### src/rtl/segasys1_dlkey.sv
// Download front end: re-times the raw byte stream into a ROM write port, taps the
// 256-byte key window into a key write port and classifies it into a decryption mode.
module segasys1_dlkey #(
  parameter logic [24:0] KEY_BASE = 25'h58400,
  parameter logic [7:0]  SWP_OFS  = 8'h80,
  parameter logic [7:0]  SWP_LIM  = 8'd24
) (
  input  logic        i_clk,
  input  logic        i_reset,
  input  logic        i_dl_active,
  input  logic        i_dl_wr,
  input  logic [24:0] i_dl_addr,
  input  logic [7:0]  i_dl_data,
  output logic        o_rom_we,
  output logic [24:0] o_rom_ad,
  output logic [7:0]  o_rom_dt,
  output logic        o_key_we,
  output logic [7:0]  o_key_ad,
  output logic [7:0]  o_key_dt,
  output logic [1:0]  o_dec_mode,
  output logic        o_mode_valid,
  output logic        o_busy
);

  typedef enum logic [1:0] {StIdle, StLoad, StEval, StDone} state_e;

  state_e      r_state;
  logic        r_act;
  logic        r_arm;
  logic [8:0]  r_win_cnt;
  logic [8:0]  r_nz_cnt;
  logic [8:0]  r_big_cnt;

  logic [24:0] w_ofs;
  logic        w_in_win;
  logic        w_acc;
  logic        w_key;
  logic        w_rise;
  logic        w_fall;
  logic        w_big;
  logic [1:0]  w_mode;

  // Addresses below the base wrap to huge offsets, so one upper-bits test covers both bounds.
  assign w_ofs    = i_dl_addr - KEY_BASE;
  assign w_in_win = (w_ofs[24:8] == 17'd0);
  assign w_acc    = i_dl_wr && (r_state == StLoad);
  assign w_key    = w_acc && w_in_win;
  assign w_big    = (w_ofs[7:0] >= SWP_OFS) && (i_dl_data >= SWP_LIM);

  // r_arm stays low after reset until dl_active is seen low, so a level held across reset
  // never counts as a fresh session start.
  assign w_rise = i_dl_active && !r_act && r_arm;
  assign w_fall = !i_dl_active && r_act;
  assign o_busy = (r_state == StLoad) || (r_state == StEval);

  always_comb begin
    w_mode = 2'd1;
    if (r_win_cnt == 9'd0 || r_nz_cnt == 9'd0) begin
      w_mode = 2'd0;
    end else if (r_big_cnt == 9'd0) begin
      w_mode = 2'd2;
    end
  end

  always_ff @(posedge i_clk) begin
    if (i_reset) begin
      r_state      <= StIdle;
      r_act        <= 1'b0;
      r_arm        <= 1'b0;
      r_win_cnt    <= 9'd0;
      r_nz_cnt     <= 9'd0;
      r_big_cnt    <= 9'd0;
      o_rom_we     <= 1'b0;
      o_rom_ad     <= 25'd0;
      o_rom_dt     <= 8'd0;
      o_key_we     <= 1'b0;
      o_key_ad     <= 8'd0;
      o_key_dt     <= 8'd0;
      o_dec_mode   <= 2'd0;
      o_mode_valid <= 1'b0;
    end else begin
      r_act    <= i_dl_active;
      if (!i_dl_active) r_arm <= 1'b1;
      o_rom_we <= w_acc;
      o_key_we <= w_key;
      if (w_acc) begin
        o_rom_ad <= i_dl_addr;
        o_rom_dt <= i_dl_data;
      end
      if (w_key) begin
        o_key_ad <= w_ofs[7:0];
        o_key_dt <= i_dl_data;
        if (r_win_cnt != 9'd256) r_win_cnt <= r_win_cnt + 9'd1;
        if (i_dl_data != 8'd0 && r_nz_cnt != 9'd256) r_nz_cnt <= r_nz_cnt + 9'd1;
        if (w_big && r_big_cnt != 9'd256) r_big_cnt <= r_big_cnt + 9'd1;
      end
      unique case (r_state)
        StIdle, StDone: begin
          if (w_rise) begin
            r_state      <= StLoad;
            r_win_cnt    <= 9'd0;
            r_nz_cnt     <= 9'd0;
            r_big_cnt    <= 9'd0;
            o_dec_mode   <= 2'd0;
            o_mode_valid <= 1'b0;
          end
        end
        StLoad: begin
          if (w_fall) r_state <= StEval;
        end
        StEval: begin
          r_state      <= StDone;
          o_dec_mode   <= w_mode;
          o_mode_valid <= 1'b1;
        end
        default: r_state <= StIdle;
      endcase
    end
  end

endmodule

### config.mk
export PLATFORM = sky130hd
export DESIGN_NAME = segasys1_dlkey
export DESIGN_NICKNAME = d
export VERILOG_FILES = /design/src/rtl/segasys1_dlkey.sv
export SDC_FILE = /design/constraint.sdc
export NUM_CORES = 1
export LEC_CHECK = 0
export CORE_ASPECT_RATIO = 1.25
export CORE_MARGIN = 8
export CORE_UTILIZATION = 53
export DETAILED_ROUTE_END_ITERATION = 10
export GPL_TIMING_DRIVEN = 0
export PLACE_DENSITY_LB_ADDON = 0.15
export SLEW_MARGIN = 20
export SYNTH_ARGS = -nofsm -noshare
export SYNTH_HDL_FRONTEND = slang
export SYNTH_SLANG_ARGS = --single-unit
export TNS_END_PERCENT = 5
### constraint.sdc
create_clock -name i_clk -period 7.05 [get_ports i_clk]
set_input_delay 1.7625 -clock i_clk [delete_from_list [all_inputs] [get_ports i_clk]]
set_output_delay 1.7625 -clock i_clk [all_outputs]
set_load 0.01 [all_outputs]
==> results of run 1 <==
[stage by stage]
step                 util  setup slack (ps)  cells  power [mW]  hold slack [ps]
finish              0.723              2470    675        1.16              452
global route        0.723              2280    675        1.21              478
CTS                 0.723              2520    675        1.17              454
detailed placement  0.694              2160    660       0.815              443
global placement    0.694              2170    660       0.806              431
floorplan               -              2830    480       0.684              421
[layout by cell type, fill, tap and decap left out, types with 6 or more instances in the layout]
cell / instances
nand3_1: 31
nand2_1: 105
nor2_1: 13
or4_1: 13
nand4_1: 6
ha_1: 9
o21ai_0: 12
or3_1: 6
nor3_1: 8
clkdlybuf4s50_1: 90
dfxtp_1: 85
o31ai_1: 10
inv_1: 19
clkbuf_8: 12
a21oi_1: 81
clkbuf_1: 21
[worst paths after layout]
path / from / to / slack (ps) / cells after the start
worst min register to register: o_key_dt[2] / o_key_dt[2] / 450 / 2
worst min-delay path: o_key_dt[2] / o_key_dt[2] / 450 / 2
worst max register to register: r_state[1] / r_win_cnt[8] / 4540 / 8
worst max-delay path: i_dl_addr[11] / o_key_dt[7] / 2470 / 8
[cell families after synthesis]
logic type / Yosys count
and+or+nand+nor: 208
adders and majority gates: 9
xor gates and xnor gates: 2
DFF: 85
muxes: 4
AOI/OAI and AO/OA: 126
buffers and inverters: 46
[flip-flops by register name, summed over array words and instances, names as in the netlist, 2 cells and up]
register	cells
r_nz_cnt	9
o_key_ad	8
r_state	2
r_big_cnt	9
o_key_dt	8
o_rom_ad	25
o_rom_dt	8
r_win_cnt	9
o_dec_mode	2
[power breakdown]
part | switching [mW] | internal (mW)
Clock | 0.166 | 0.191
Sequential | 0.0191 | 0.511
Combinational | 0.157 | 0.118
[layout make-up]
cell class,instances,area [um2],area share
Buffer,27,105,0.0208
Inverter,19,71.3,0.0141
Tap cell,90,113,0.0223
Timing Repair Buffer,90,901,0.178
Clock inverter,3,43.8,0.00868
Clock buffer,12,165,0.0327
Sequential cell,85,1700,0.337
Multi-Input combinational cell,349,1950,0.386
[Yosys cell counts (2+ instances only)]
cell type	n	area share
nand4b_1	2	0.0046
nor4_1	4	0.0065
inv_1	19	0.019
mux2i_1	3	0.0079
o21ai_0	12	0.016
a21oi_1	81	0.11
xnor2_1	2	0.0046
nor4b_1	2	0.0046
a21o_1	4	0.0079
and3_1	3	0.0049
o211a_1	2	0.0052
or2_2	2	0.0033
o21a_1	2	0.0039
clkbuf_1	21	0.021
nand4_1	6	0.0098
o211ai_1	2	0.0039
o2111a_1	2	0.0059
or4_1	13	0.026
o41ai_1	2	0.0046
nand3_1	31	0.041
and2_1	2	0.0033
buf_2	2	0.0026
or3_1	6	0.0098
dfxtp_1	85	0.44
nor2_1	13	0.013
ha_1	9	0.029
nor3_1	8	0.010
o31ai_1	10	0.020
nor2b_1	3	0.0049
buf_1	3	0.0029
nand2_1	105	0.10
nand2b_1	3	0.0049
[worst max-delay path, stage by stage]
cell             delay (ps)
clkdlybuf4s50_1         420
or4_4                   600
o21ai_0                 310
mux2_2                  400
nor3_1                  490
clkbuf_1                550
nand3_1                 160
a21oi_1                 160
[per-layer routing]
metal	track usage	vias up	wire length, um
met1	0.230	1801	4580
li1	-	1902	-
met5	0	-	0
met4	0.101	0	306
met2	0.352	92	5340
met3	0.0393	21	485
==> results_dict.tcl, run 1 <==
set metrics [dict create \
    status "finished, final reports clean" \
    cts_tree "done" \
    numCtsBuffers 9 \
    layout-area-overhead-vs-synth_pct 32.0 \
    die_w_um 92.0 \
    avgRoutedWirePerCell_um 15.9 \
    synth_fa_ha_area_frac 0.0294 \
    place_area_um2 4840 \
    diodes 0 \
    synthCells 480 \
    syn_nets 526 \
    route.detailed.drc 0 \
    synth_top_family_by_area "simple AND/OR/NAND/NOR gates" \
    cp.required_ps 7330 \
    dp_hpwl_um 8200 \
    clock_latency_ps 350 \
    setup_viol 0 \
    clockBufferDepth 2 \
    cts.repair.resized 0 \
    mappedNetlistArea_um2 3820 \
    fillers 572 \
    tns_ps 0 \
    rsz0062_at_grt "no" \
    cts_max_level 3 \
    slew_headroom 0.355 \
    drt-vias-per-instance 5.65 \
    avgSynthCellArea_um2 7.97 \
    max-vdd-ir-drop_v 0.000191 \
    async_flop_share 0 \
    dr.pass1.iters 4 \
    yosys-mux-area-fraction 0.0108 \
    ant_nets 0 \
    cp_max_fo 10 \
    wirelength_um 10700 \
    numPortBuffers 90 \
    max_clock_freq_mhz 218 \
    clock-sinks 85 \
    clock_skew_ps 7.15 \
    final.period_utilization 0.649 \
    post_cts.repair.setup_buffers 0 \
    rows 34 \
    max_cap_violations 0 \
    yosysSeqAreaShare 0.445 \
    first_iter_violations 192 \
    grt.total_usage 0.203 \
    grt-ovfl-total 0 \
    p_leak_nw 1.72 \
    start_util 0.548 \
    grt_pass1_vias 3674 \
    yosys.area_share.simple 0.266 \
    maxSlewViolCount 0 \
    cp.arrival_ps 4860 \
    die_h_um 111 \
    worstSetupEndpointType "flop" \
    yosys.area_share.xor_xnor 0.00458 \
    final_cell_area_um2 5050 \
    synth_compound_area_frac 0.199 \
    fin_crit_ps 4580 \
    clk_pin_slew_ps 80 \
    antenna_found_initial 0 \
    final_hold_viol_count 0 \
    grt_max_degree 14 \
    worst_pin_slew_ps 959 \
    hold_buffers 0 \
    design.die.area_um2 10200 \
    synth_flop_cell "dfxtp_1" \
    p_per_area_nw_per_um2 230 \
    nets 627 \
    yosys_warnings 0 \
    grt_pass1_wl_um 17200 \
    synth_cell_types 48 \
    core-area_um2 6980 \
    synth_edf_count 0 \
    io_pins 92 \
    crit_type "primary input to flop" \
    place_congestion 0.845 \
    ys_seq_elements 85 \
    drive_above_1_share 0.0462 \
    clk_root_buffer_cell "clkbuf_8" \
    cp-start-kind "primary input" \
    hp-class "flop to flop" \
    vias 3816 \
]
No activity file was read; power rests on OpenSTA's default activity.
==> inputs of run 2 (changes only) <==
--- a/config.mk
+++ b/config.mk
@@ -7,7 +7,7 @@
 export LEC_CHECK = 0
 export CORE_ASPECT_RATIO = 1.25
 export CORE_MARGIN = 8
-export CORE_UTILIZATION = 53
+export CORE_UTILIZATION = 50
 export DETAILED_ROUTE_END_ITERATION = 10
 export GPL_TIMING_DRIVEN = 0
 export PLACE_DENSITY_LB_ADDON = 0.15
==> constraint.sdc (replaced) <==
create_clock -name i_clk -period 4.5 [get_ports i_clk]
set_input_delay 1.125 -clock i_clk [delete_from_list [all_inputs] [get_ports i_clk]]
set_output_delay 1.125 -clock i_clk [all_outputs]
set_load 0.01 [all_outputs]
==> run 2 against run 1 <==
Against the previous run:
- sequential share of layout area up 0.32 points
- sequential power up 56%
- first-iteration DRC count up 12%
- setup slack worse by 2000 ps
- via count shrank 0.16%
- non-clock buffer count is the same
- hold slack gained 2.8 ps
- largest power group unchanged
==> results_dict.tcl, run 2 (same netlist as run 1, synthesis figures left out) <==
set metrics [dict create \
    worst_slack_ps 498 \
    drt-vias-per-instance 5.62 \
    crit_type "primary input to flop" \
    final_cell_mix "nand2_1, clkdlybuf4s50_1, dfxtp_1" \
    grt_max_degree 14 \
    drive_above_1_share 0.0444 \
    max_clock_freq_mhz 250 \
    clockBufferDepth 2 \
    die_w_um 94.2 \
    clock_latency_ps 350 \
    design.die.area_um2 10700 \
    grt-ovfl-total 0 \
    hp-class "flop to flop" \
    fin_crit_ps 4000 \
    dr.pass1.iters 4 \
    route.detailed.drc 0 \
    place_congestion 0.843 \
    fin_hold_ws_ps 455 \
    worstSetupEndpointType "flop" \
    max-vdd-ir-drop_v 0.000309 \
    clk_pin_slew_ps 80 \
    cp.arrival_ps 4280 \
    grt.total_usage 0.202 \
    setup_viol 0 \
    p_leak_nw 1.70 \
    tns_ps 0 \
    rows 35 \
    worst_pin_slew_ps 1000 \
    max_cap_violations 0 \
    cts.repair.resized 0 \
    numCtsBuffers 9 \
    dp_worst_setup_slack_ps 89.7 \
    core-area_um2 7400 \
    largest_reg_flops 25 \
    wirelength_um 10800 \
    final.period_utilization 0.889 \
    first_iter_violations 215 \
    slew_headroom 0.324 \
    cp.required_ps 4780 \
    avgRoutedWirePerCell_um 15.9 \
    io_pins 92 \
    layout_commonest_cell "nand2_1" \
    nets 627 \
    regMostFlops "o_rom_ad" \
    start_util 0.517 \
    dp_hpwl_um 8380 \
    diodes 0 \
    post_cts.repair.setup_buffers 0 \
    final_hold_viol_count 0 \
    p_per_area_nw_per_um2 343 \
    maxSlewViolCount 0 \
    cts_tree "done" \
    clock_skew_ps 7.64 \
    numPortBuffers 90 \
    layout-area-overhead-vs-synth_pct 30.7 \
    ant_nets 0 \
    hold_buffers 0 \
    clock-sinks 85 \
    grt_pass1_wl_um 17400 \
    cts_max_level 3 \
    fillers 639 \
    antenna_found_initial 0 \
    grt_pass1_vias 3591 \
    die_h_um 114 \
    clk_root_buffer_cell "clkbuf_8" \
    rsz0062_at_grt "no" \
    cp-start-kind "primary input" \
    vias 3810 \
    cp_max_fo 10 \
    status "finished, final reports clean" \
]
[run 2: area by class of cell]
class | instances | area (um2) | share of cell area
plain buffers | 27 | 105 | 0.0210
multi-input cells | 349 | 1950 | 0.389
repair buffers | 90 | 901 | 0.180
inverters | 19 | 71.3 | 0.0143
well taps | 92 | 115 | 0.0230
flip-flops and latches | 85 | 1700 | 0.340
clock inverters | 5 | 27.5 | 0.00551
clock buffers | 11 | 131 | 0.0263
[run 2: routing by layer]
layer  track usage  wire (um)  part of all wire  up-vias
met2         0.355       5480              0.51      105
li1              -          -                 -     1897
met5             0          0                 0        -
met1         0.227       4480              0.42     1790
met4        0.0785        223             0.021        0
met3        0.0427        579             0.054       18
[run 2: worst paths after layout]
| path | start | endpoint | slack, ps | cells past startpoint |
|---|---|---|---|---|
| worst max-delay path | i_dl_addr[11] | o_key_ad[6] | 500 | 8 |
| worst max register to register | r_state[1] | r_big_cnt[7] | 1890 | 8 |
| worst min-delay path | o_rom_ad[8] | o_rom_ad[8] | 450 | 2 |
| worst min register to register | o_rom_ad[8] | o_rom_ad[8] | 450 | 2 |
[run 2: where the power goes]
group          internal [mW]  total (mW)  switching (mW)
combinational          0.185       0.427           0.242
sequential             0.801       0.829          0.0288
clock                  0.197       0.460           0.263
total                   1.18        1.72           0.533
[run 2: per-stage QoR]
stage	power (mW)	utilization	instance area [um2]	std cells
floorplan	1.07	-	3820	480
global placement	1.26	0.654	4840	662
detailed placement	1.27	0.654	4840	662
CTS	1.73	0.676	5000	678
global route	1.81	0.676	5000	678
finish	1.72	0.676	5000	678
[run 2: worst max-delay path, cell delays in order]
cell and delay [ps]:
clkdlybuf4s50_1 430, or4_4 610, o21ai_0 340, mux2_2 410, nor3_1 550, clkbuf_1 500
nand3_1 140, a21oi_1 180
==> inputs of run 3 (changes only) <==
--- a/config.mk
+++ b/config.mk
@@ -5,9 +5,10 @@
 export SDC_FILE = /design/constraint.sdc
 export NUM_CORES = 1
 export LEC_CHECK = 0
+export ABC_AREA = 1
 export CORE_ASPECT_RATIO = 1.25
 export CORE_MARGIN = 8
-export CORE_UTILIZATION = 50
+export CORE_UTILIZATION = 51
 export DETAILED_ROUTE_END_ITERATION = 10
 export GPL_TIMING_DRIVEN = 0
 export PLACE_DENSITY_LB_ADDON = 0.15
@@ -15,4 +16,4 @@
 export SYNTH_ARGS = -nofsm -noshare
 export SYNTH_HDL_FRONTEND = slang
 export SYNTH_SLANG_ARGS = --single-unit
-export TNS_END_PERCENT = 5
+export TNS_END_PERCENT = 20
==> run 3 against run 2 <==
Against the previous run:
- largest power group unchanged
- wire length is 5.6% higher
- combinational power is 16% higher
- sequential share of layout area is 2.1 points lower
- core utilization is 0.45 points higher
- non-clock buffer count is 7 lower
- highest routed layer unchanged
- critical path type unchanged
- total power is 8.7% higher
- critical endpoint is now o_key_ad[4]
==> results_dict.tcl, run 3 <==
set metrics [dict create \
    status "finished, final reports clean" \
    place_area_um2 5150 \
    antenna_found_initial 0 \
    clock_skew_ps 9.17 \
    max_cap_violations 0 \
    diodes 0 \
    ant_nets 0 \
    regMostFlops "o_rom_ad" \
    max_stage_delay_ps 620 \
    cts_tree "done" \
    syn_nets 658 \
    synth_edf_count 0 \
    drive_above_1_share 0.0542 \
    core-area_um2 7840 \
    clkPwrFrac 0.275 \
    synth.area.top_cells "dfxtp_1, nor2_1, nand2_1" \
    cts.repair.resized 0 \
    dp_worst_setup_slack_ps 1140 \
    fin_crit_ps 3000 \
    layout_commonest_cell "nor2_1" \
    cts_max_level 3 \
    clk_root_buffer_cell "clkbuf_8" \
    synth.top_cell.area_share 0.413 \
    clock_latency_ps 370 \
    worst_pin_slew_ps 529 \
    yosys-top-cells-count "nor2_1, nand2_1, dfxtp_1, inv_1, o21ai_0" \
    clockBufferDepth 2 \
    worst_path_max_delay_cell "clkdlybuf4s50_1" \
    final.period_utilization 0.666 \
    die_h_um 116 \
    route.detailed.drc 0 \
    ys_seq_elements 85 \
    internal_power_mw 1.26 \
    routed.top_layer "met4" \
    setup_viol 0 \
    wirelength_um 11400 \
    hold_buffers 0 \
    final_cell_mix "nor2_1, nand2_1, clkdlybuf4s50_1" \
    avgSynthCellArea_um2 6.73 \
    tns_ps 0 \
    worstSetupEndpointType "flop" \
    drt-vias-per-instance 5.14 \
    combPwrFrac 0.266 \
    layout-area-overhead-vs-synth_pct 29.4 \
    largest_reg_flops 25 \
    place_congestion 0.893 \
    clock-sinks 85 \
    clk_pin_slew_ps 90 \
    synth_flop_cell "dfxtp_1" \
    path_cells "clkdlybuf4s50_1 -> nor2_1 -> nand3_1 -> nand3_2 -> nand2_1 -> nand2_1 -> nor2_4 -> nand4_2 -> buf_2 -> nor2_1 -> nor2_1" \
    start_util 0.526 \
    yosysSeqAreaShare 0.413 \
    p_per_area_nw_per_um2 350 \
    first_iter_violations 177 \
    slew_headroom 0.647 \
    io_pins 92 \
    synth_most_common_cell "nor2_1" \
    grt_max_degree 16 \
    cp.required_ps 4760 \
    fin_cells 814 \
    final_hold_viol_count 0 \
    cp_max_fo 10 \
    max_clock_freq_mhz 334 \
    final_cell_area_um2 5330 \
    critPathBufInv 2 \
    fin_hold_ws_ps 472 \
    critPathTopFamily "simple AND/OR/NAND/NOR gates" \
    switching_share 0.323 \
    total_power_mw 1.87 \
    path_common_cell "nor2_1" \
    numPortBuffers 91 \
    grt_pass1_wl_um 19000 \
    mappedNetlistArea_um2 4120 \
    maxSlewViolCount 0 \
    p_leak_nw 2.25 \
    die_w_um 96.4 \
    grt_pass1_vias 4233 \
    yosys_warnings 0 \
    dp_hpwl_um 8890 \
    numCtsBuffers 9 \
    synthCells 612 \
    vias 4184 \
    post_cts.repair.setup_buffers 0 \
    cp.arrival_ps 3260 \
    wirelength_met1_um 4620 \
    rsz0062_at_grt "no" \
    synth_cell_types 28 \
    grt-ovfl-total 0 \
    synth.largest_area_cell "dfxtp_1" \
    hp-class "flop to flop" \
    wl_met2_um 5610 \
    avgRoutedWirePerCell_um 14.0 \
    cp-start-kind "primary input" \
    rows 36 \
    grt.total_usage 0.213 \
    met3_length_um 831 \
    nets 760 \
    place_inst 798 \
    async_flop_share 0 \
    pwr-share-seq 0.460 \
    p_switching_mw 0.603 \
    worst_slack_ps 1500 \
    design.die.area_um2 11200 \
    crit_type "primary input to flop" \
    final_core_util 0.680 \
    max-vdd-ir-drop_v 0.000220 \
    dr.pass1.iters 4 \
]
==> run 3: cell count changes after synthesis, sizes merged, moves of 4 or more <==
cell,change
o31ai,-10
a21oi,-44
a21o,-4
nand4,+5
nor4,-4
or3,-6
o21ai,+48
nand2,+17
nor3b,+4
inv,+50
or4,-14
clkbuf,-9
nor2,+134
==> run 3: worst paths after layout <==
| path | startpoint | slack [ps] | endpoint | depth (start not counted) |
|---|---|---|---|---|
| worst max-delay path | i_dl_addr[17] | 1500 | o_key_ad[4] | 11 |
| worst min-delay path | o_rom_ad[7] | 470 | o_rom_ad[7] | 2 |
| worst max register to register | r_state[1] | 2260 | o_rom_ad[18] | 8 |
| worst min register to register | o_rom_ad[7] | 470 | o_rom_ad[7] | 2 |
==> run 3: cell type report <==
class	instances	area, um2
multi-input cells	439	2060
clock buffers	10	138
clock inverters	6	43.8
flip-flops and latches	85	1700
inverters	69	259
fillers	701	2510
repair buffers	91	911
plain buffers	19	96.3
well taps	95	119
==> run 3: logic make-up after synthesis <==
family	count (synthesis)	share of synthesized area
AO/OA/AOI/OAI	99	0.122
flip-flops	85	0.413
buffers and inverters	88	0.0863
AND/OR/NAND/NOR	331	0.352
adder cells (fa/ha/maj)	9	0.0273
==> run 3: power by group through the flow <==
stage / registers (mW) / logic (mW) / clock network (mW)
CTS: 0.857 / 0.497 / 0.523
finish: 0.858 / 0.496 / 0.513
global route: 0.867 / 0.553 / 0.552
global placement: 0.871 / 0.486 / 0
detailed placement: 0.874 / 0.493 / 0
floorplan: 0.900 / 0.220 / 0
==> run 3: per-layer routing <==
| metal | global-route usage | up-vias |
|---|---|---|
| met5 | 0 | - |
| met2 | 0.365 | 104 |
| met4 | 0.106 | 0 |
| li1 | - | 2150 |
| met1 | 0.226 | 1907 |
| met3 | 0.0746 | 23 |
==> run 3: worst register-to-register path: cells and delay by family, from the launching register on <==
kind | cells | cell delay, ps
flops | 1 | 340
simple gates | 1 | 270
buf+inv | 4 | 1090
fa+ha+maj | 1 | 160
compound gates | 2 | 310
